===== src/rtl/alu_result_stage.sv =====
// alu_result_stage
//   Registered output stage behind the 8-bit combinational ALU. Each accepted
//   ALU result (result, NZVC, ALU_Sel) goes into a 2-entry FIFO that is drained
//   by the consumer through a valid/ready handshake. The stage also keeps the
//   architectural NZVC flag register and sticky {V,C} bits for branch/compare.
//
// Ports
//   CLK, RST                 clock, asynchronous active-high reset
//   in_valid/in_ready        producer handshake (in_ready = count != 2)
//   in_result/nzvc/sel       ALU result, {N,Z,V,C}, ALU_Sel ([2]=1 logic op)
//   out_valid/out_ready      consumer handshake (out_valid = count != 0)
//   out_result/nzvc/sel      head entry, all zero when empty
//   flags                    architectural NZVC register
//   sticky                   sticky {V,C}
//   clear_sticky             synchronous clear of sticky
//   count                    occupancy 0..2
module alu_result_stage #(
  parameter int WIDTH = 8,
  parameter int DEPTH = 2
) (
  input  logic             CLK,
  input  logic             RST,
  input  logic             in_valid,
  output logic             in_ready,
  input  logic [WIDTH-1:0] in_result,
  input  logic [3:0]       in_nzvc,
  input  logic [2:0]       in_sel,
  output logic             out_valid,
  input  logic             out_ready,
  output logic [WIDTH-1:0] out_result,
  output logic [3:0]       out_nzvc,
  output logic [2:0]       out_sel,
  output logic [3:0]       flags,
  output logic [1:0]       sticky,
  input  logic             clear_sticky,
  output logic [1:0]       count
);

  localparam logic [1:0] FULL = 2'(DEPTH);

  typedef struct packed {
    logic [WIDTH-1:0] result;
    logic [3:0]       nzvc;
    logic [2:0]       sel;
  } entry_t;

  entry_t mem [2];
  logic   wr_ptr, rd_ptr;
  logic   push, pop, arith;
  entry_t head, wr_data;

  // Handshake status comes from the registered count only.
  assign in_ready  = (count != FULL);
  assign out_valid = (count != 2'd0);
  assign push      = in_valid & in_ready;
  assign pop       = out_valid & out_ready;
  assign arith     = ~in_sel[2];
  assign wr_data   = '{result: in_result, nzvc: in_nzvc, sel: in_sel};

  always_ff @(posedge CLK or posedge RST) begin
    if (RST) begin
      mem[0] <= '0;
      mem[1] <= '0;
      wr_ptr <= 1'b0;
      rd_ptr <= 1'b0;
      count  <= 2'd0;
    end else begin
      if (push) begin
        mem[wr_ptr] <= wr_data;
        wr_ptr      <= ~wr_ptr;
      end
      if (pop) rd_ptr <= ~rd_ptr;
      case ({push, pop})
        2'b10:   count <= count + 2'd1;
        2'b01:   count <= count - 2'd1;
        default: count <= count;
      endcase
    end
  end

  // Flags follow program order at accept time. Logic ops leave V/C alone
  // since the ALU zeroes them for those ops.
  always_ff @(posedge CLK or posedge RST) begin
    if (RST) begin
      flags  <= 4'b0100;
      sticky <= 2'b00;
    end else begin
      if (push) begin
        if (arith) flags <= in_nzvc;
        else       flags[3:2] <= in_nzvc[3:2];
      end
      // Clear first, then OR in this cycle's arithmetic event so it survives.
      sticky <= (clear_sticky ? 2'b00 : sticky)
              | ((push && arith) ? in_nzvc[1:0] : 2'b00);
    end
  end

  // Empty outputs are masked through count; storage keeps stale data.
  assign head       = out_valid ? mem[rd_ptr] : '0;
  assign out_result = head.result;
  assign out_nzvc   = head.nzvc;
  assign out_sel    = head.sel;

endmodule


===== config.mk =====
export PLATFORM = sky130hd
export DESIGN_NAME = alu_result_stage
export DESIGN_NICKNAME = d
export VERILOG_FILES = /design/src/rtl/alu_result_stage.sv
export SDC_FILE = /design/constraint.sdc
export NUM_CORES = 1
export LEC_CHECK = 0
export ABC_AREA = 1
export CELL_PAD_IN_SITES_DETAIL_PLACEMENT = 1
export CELL_PAD_IN_SITES_GLOBAL_PLACEMENT = 2
export CORE_MARGIN = 5
export CORE_UTILIZATION = 26
export DETAILED_ROUTE_END_ITERATION = 8
export PLACE_DENSITY = 0.86
export SETUP_SLACK_MARGIN = 0.05
export SYNTH_ARGS = -nofsm -noshare
export SYNTH_HDL_FRONTEND = slang
export SYNTH_SLANG_ARGS = --single-unit
export TNS_END_PERCENT = 5

===== constraint.sdc =====
create_clock -name CLK -period 1.32 [get_ports CLK]
set_input_delay 0.33 -clock CLK [delete_from_list [all_inputs] [get_ports CLK]]
set_output_delay 0.33 -clock CLK [all_outputs]
set_load 0.02 [all_outputs]

==> flow_metrics.tcl, run 1 <==
set metrics [dict create \
    clock_sinks 40 \
    grtUsageTotal_pct 13.4 \
    setup_viol 51 \
    routabilityCongestion 0.758 \
    setup.worst_path.start_class "flop" \
    die_area_um2 9630 \
    rows 32 \
    vdd_drop_max_v 0.000804 \
    failing_checks "setup timing" \
    final-hold-violation-count 0 \
    clk_latency_ns 0.29 \
    synthesis.area_um2 2020 \
    grt_max_degree 41 \
    relSlewSlack_pct 84.3 \
    clkSlewWorstSetupHoldPaths_ns 0.08 \
    htree_num_levels 2 \
    post-place-ws_ns -0.498 \
    detailed_place_hpwl_um 4260 \
    core_area_um2 7650 \
    synth_top_cell_area_share_pct 48.3 \
    cts_hold_buf 0 \
    drive_above_1_share_pct 35.0 \
    synth_cell_types 19 \
    worst_r2r_startpoint "count[0]" \
    holdWs_ns 0.380 \
    static-leakage-power_nw 1.48 \
    grt-busiest-layer "met2" \
    timing.setup.critical_path_class "reg -> out" \
    power_density_nw_per_um2 2650 \
    die_w_um 98.1 \
    drt-total-wl_um 6260 \
    synth-seq-area-share_pct 49.6 \
    p_total_mw 8.17 \
    grt_util_met3_pct 3.14 \
    final_cell_mix "sky130_fd_sc_hd__nand2_1, sky130_fd_sc_hd__dfrtp_1, sky130_fd_sc_hd__nand4_1" \
    number_of_cell_instances_on_the_worst_register_to_register_path 12 \
    cts_made_buffers 5 \
    postSynthRegisterBits 40 \
    antenna_found_initial 0 \
    outcome "finished, violations left" \
    fp.dieH_um 98.1 \
    drc_marker_count_from_the_first_detailed_route_iteration 72 \
    final.period_utilization_pct 123 \
    layout.cells.most_common "sky130_fd_sc_hd__nand2_1" \
    io_buffers 44 \
    yosys-top-cells-area "sky130_fd_sc_hd__dfrtp_1, sky130_fd_sc_hd__nand2_1, sky130_fd_sc_hd__nand4_1" \
    grt_pass1_vias 2014 \
    rr_endpoint "count[1]" \
    regToRegSetupSlack_ns -0.22 \
    initial_core_util_pct 26.4 \
    crit_arrival_ns 1.29 \
    finalWorstSetupSlack_ns -0.304 \
    clockRootBuffer "sky130_fd_sc_hd__clkbuf_8" \
    post_synth.cell_area_avg_um2 8.45 \
    gr-total-overflow 0 \
    worst_clock_skew_ns 0.00534 \
    filler_cells 904 \
    critPathRequiredTime_ns 0.99 \
    layout_min_cycle_time_ns 1.62 \
    postSynthCellCount 239 \
    post_drt_wl_per_cell_um 15.2 \
    grt_use_met2_pct 23.2 \
    ant_nets 0 \
    timing.hold.worst.class "in -> async" \
    rsz0062_at_grt "true" \
    drt-pass1-iter-count 4 \
    top_level_ports 45 \
    max_cap_viols 0 \
    vias 1927 \
    mappedNetlistNets 260 \
    nNetsFinal 331 \
    antenna_diode_instance_count 0 \
    worst_path_maximum_fanout 6 \
    timing.critical_path.to_type "output port" \
    clock_tree_from_tritoncts "done" \
    fmax_ghz 0.616 \
    area.growth.synth_to_final_pct 52.4 \
    grt_first_pass_wirelength_um 10400 \
    cts-root-to-sink-buffers 2 \
    worst_pin_slew_ns 0.235 \
    slew_viol_final 0 \
    detail_route.drc_violations 0 \
    yosys_warnings 0 \
    post-synth-top-area-cell "sky130_fd_sc_hd__dfrtp_1" \
    viasPerCell 4.67 \
    met1_usage_pct 17.0 \
]
[synthesized netlist by cell type]
| library cell | number |
|---|---|
| sky130_fd_sc_hd__nand3_4 | 2 |
| sky130_fd_sc_hd__o21ai_0 | 1 |
| sky130_fd_sc_hd__nor2_2 | 1 |
| sky130_fd_sc_hd__inv_2 | 2 |
| sky130_fd_sc_hd__dfstp_2 | 1 |
| sky130_fd_sc_hd__buf_4 | 7 |
| sky130_fd_sc_hd__buf_2 | 4 |
| sky130_fd_sc_hd__nand2_1 | 111 |
| sky130_fd_sc_hd__buf_12 | 4 |
| sky130_fd_sc_hd__nand4_1 | 33 |
| sky130_fd_sc_hd__nand3_1 | 4 |
| sky130_fd_sc_hd__nand2_4 | 1 |
| sky130_fd_sc_hd__a21oi_1 | 15 |
| sky130_fd_sc_hd__inv_1 | 9 |
| sky130_fd_sc_hd__ha_1 | 1 |
| sky130_fd_sc_hd__nor2_1 | 1 |
| sky130_fd_sc_hd__xnor2_1 | 1 |
| sky130_fd_sc_hd__dfrtp_1 | 39 |
| sky130_fd_sc_hd__buf_6 | 2 |
[stage by stage]
| stage | TNS [ns] | area, um2 | std cells | utilization (%) |
|---|---|---|---|---|
| after global routing | -13.89 | 3080 | 413 | 40.2 |
| after global placement | -18.46 | 2780 | 393 | 36.4 |
| after floorplan | -0.945 | 2170 | 239 | - |
| after detailed placement | -18.95 | 2780 | 393 | 36.4 |
| after CTS | -8.67 | 2990 | 412 | 39.0 |
| final | -9.38 | 3080 | 413 | 40.2 |
[final cells by class]
class | count | area (um2) | area share (%)
clock buffers | 6 | 82.6 | 2.68
clock inverters | 2 | 10.0 | 0.325
inverters | 11 | 43.8 | 1.42
multi-input cells | 171 | 993 | 32.3
flip-flops and latches | 40 | 1000 | 32.6
well taps | 102 | 128 | 4.15
repair buffers | 81 | 816 | 26.5
[worst max-delay path, cell delays in order, from the launching register on]
cell                      delay (ns)
sky130_fd_sc_hd__dfrtp_2        0.43
sky130_fd_sc_hd__nor2_4         0.15
sky130_fd_sc_hd__buf_6          0.13
sky130_fd_sc_hd__buf_16         0.12
sky130_fd_sc_hd__a21oi_2        0.03
sky130_fd_sc_hd__buf_4          0.15
[metal layers]
metal / vias to the layer above / wire length (um)
met2: 36 / 3230
li1: 937 / -
met1: 944 / 2740
met4: 0 / 87
met3: 10 / 210
met5: - / 0
[worst max-delay path by stage]
stage | depth (start not counted) | end | startpoint | slack, ns
after global routing | 5 | out_sel[2] | rd_ptr | -0.37
after floorplan | 9 | count[1] | count[0] | -0.07
after global placement | 5 | out_nzvc[3] | rd_ptr | -0.46
final | 5 | out_result[7] | count[0] | -0.30
after CTS | 5 | out_nzvc[1] | count[1] | -0.32
after detailed placement | 5 | out_nzvc[2] | rd_ptr | -0.50
[power by group]
group,internal (mW),switching [mW]
combinational,2.41,2.74
sequential,1.80,0.364
clock,0.418,0.438
[flip-flops by register name, summed over array words and instances, names as in the netlist]
| signal | cells |
|---|---|
| count | 2 |
| flags | 4 |
| mem | 30 |
| rd_ptr | 1 |
| sticky | 2 |
| wr_ptr | 1 |
[kinds of logic (layout without fill, tap and decap cells)]
group	Yosys count	after routing	synth area share, %
AND/OR/NAND/NOR	153	153	34.6
buffers and inverters	28	100	10.7
flip-flops	40	40	49.6
adder cells (fa/ha/maj)	1	1	0.619
XOR/XNOR	1	1	0.434
AO/OA/AOI/OAI	16	16	3.96
[timing repair]
item	4_1_cts	5_1_grt
cloned	2	0
resized for setup	140	27
buffers inserted	9	1
setup endpoints to repair	64	59
pin swaps	4	4
(Power assumes the default switching activity.)
==> run 2: changes to the inputs <==
- GPL_ROUTABILITY_DRIVEN: unset -> 0
- RECOVER_POWER: unset -> 25
- REMOVE_ABC_BUFFERS: unset -> 1
==> flow_metrics.tcl, run 2 (synthesis gave the netlist of run 1 again) <==
set metrics [dict create \
    final-hold-violation-count 0 \
    layout.cells.most_common "sky130_fd_sc_hd__nand2_1" \
    fmax_ghz 0.608 \
    core_area_um2 7650 \
    grt_first_pass_wirelength_um 10200 \
    p_total_mw 7.69 \
    largest_reg_flops 30 \
    critical-path-top-cell-by-count "sky130_fd_sc_hd__buf_6" \
    antenna_diode_instance_count 0 \
    die_area_um2 9630 \
    dp.cells 390 \
    dpl-instance-area_um2 2620 \
    timing.critical_path.to_type "output port" \
    timing.critical_path.buf_inv 3 \
    area.growth.synth_to_final_pct 43.0 \
    clk_latency_ns 0.29 \
    post_drt_wl_per_cell_um 14.8 \
    path_cells "inv_2, buf_6, nand2_2, a21oi_2, buf_6" \
    max_cap_viols 0 \
    final_cell_mix "sky130_fd_sc_hd__nand2_1, sky130_fd_sc_hd__dfrtp_1, sky130_fd_sc_hd__nand4_1" \
    ant_nets 0 \
    timing.critical_path.slowest_cell_delay_ns 0.42 \
    outcome "finished, violations left" \
    detailed_place_hpwl_um 4160 \
    holdWs_ns 0.473 \
    relSlewSlack_pct 61.5 \
    grt_pass1_vias 2031 \
    power_density_nw_per_um2 2660 \
    initial_core_util_pct 26.4 \
    cts-root-to-sink-buffers 2 \
    crit_arrival_ns 1.32 \
    critPathRequiredTime_ns 0.99 \
    vias 1854 \
    post-place-ws_ns -0.527 \
    clock_sinks 40 \
    slew_viol_final 0 \
    finalInstanceArea_um2 2890 \
    top_level_ports 45 \
    worst_path_maximum_fanout 5 \
    final.period_utilization_pct 125 \
    finish.cell_count_without_fillers 403 \
    detail_route.drc_violations 0 \
    io_buffers 44 \
    static-leakage-power_nw 1.42 \
    gr-total-overflow 0 \
    timing.setup.critical_path_class "reg -> out" \
    worst_pin_slew_ns 0.578 \
    fp.dieH_um 98.1 \
    drt-total-wl_um 5970 \
    rows 32 \
    cp_top_family "flip-flops" \
    finalWorstSetupSlack_ns -0.326 \
    clock_tree_from_tritoncts "done" \
    cts_made_buffers 5 \
    setup_viol 51 \
    largestRegisters "mem x30, flags x4" \
    timing.hold.worst.class "reg -> reg" \
    largest-register "mem" \
    antenna_found_initial 0 \
    htree_num_levels 2 \
    worst_clock_skew_ns 0.00883 \
    setup.worst_path.start_class "flop" \
    drive_above_1_share_pct 29.2 \
    grtUsageTotal_pct 13.0 \
    grt_max_degree 41 \
    viasPerCell 4.60 \
    rsz0062_at_grt "true" \
    clockRootBuffer "sky130_fd_sc_hd__clkbuf_8" \
    failing_checks "setup timing" \
    die_w_um 98.1 \
    drt-pass1-iter-count 4 \
    nNetsFinal 321 \
    drc_marker_count_from_the_first_detailed_route_iteration 52 \
    layout_min_cycle_time_ns 1.65 \
    vdd_drop_max_v 0.00105 \
    clkSlewWorstSetupHoldPaths_ns 0.08 \
    critPathSlowestCell "sky130_fd_sc_hd__dfrtp_1" \
]
==> run 2: metrics by stage <==
stage	setup TNS [ns]	utilization [%]
6_report	-10.16	37.8
3_3_place_gp	-22.23	34.2
2_1_floorplan	-5.45	-
5_1_grt	-14.26	37.8
4_1_cts	-8.69	37.1
3_5_place_dp	-23.11	34.2
==> run 2: what timing repair did <==
action,4_1_cts,5_1_grt
resized for setup,130,25
hold buffers,0,0
setup endpoints to repair,61,61
buffers inserted,4,0
pin swaps,3,8
cloned,1,0
==> run 2: worst paths after layout <==
| check | from | endpoint | slack, ns | cells after the start |
|---|---|---|---|---|
| max | rd_ptr | out_nzvc[1] | -0.33 | 5 |
| min | flags[2] | flags[2] | 0.47 | 2 |
| max reg2reg | count[0] | count[1] | -0.19 | 10 |
| min reg2reg | flags[2] | flags[2] | 0.47 | 2 |
| max in group asynchronous | RST | rd_ptr | 0.28 | 3 |
| min in group asynchronous | RST | flags[1] | 0.65 | 3 |
==> run 2: cell type report <==
| type | count | area (um2) |
|---|---|---|
| Fill cell | 915 | 4760 |
| Sequential cell | 40 | 1000 |
| Multi-Input combinational cell | 171 | 891 |
| Timing Repair Buffer | 71 | 702 |
| Tap cell | 102 | 128 |
| Clock buffer | 6 | 82.6 |
| Inverter | 11 | 43.8 |
| Clock inverter | 2 | 38.8 |
==> run 2: routing by layer <==
layer | track usage [%] | part of all wire, %
met2 | 22.9 | 52
met5 | 0 | 0
met1 | 15.8 | 43
met4 | 2.84 | 0.70
met3 | 3.57 | 4.2
==> run 2: report_power, final <==
part	internal, mW	switching (mW)
logic	2.02	2.46
registers	1.79	0.353
clock network	0.619	0.455
total	4.43	3.27
==> run 2: worst min-delay path: stages, from the launching register on <==
cell and delay (ns):
sky130_fd_sc_hd__dfstp_2 0.38, sky130_fd_sc_hd__nand2_1 0.06, sky130_fd_sc_hd__nand2_1 0.04
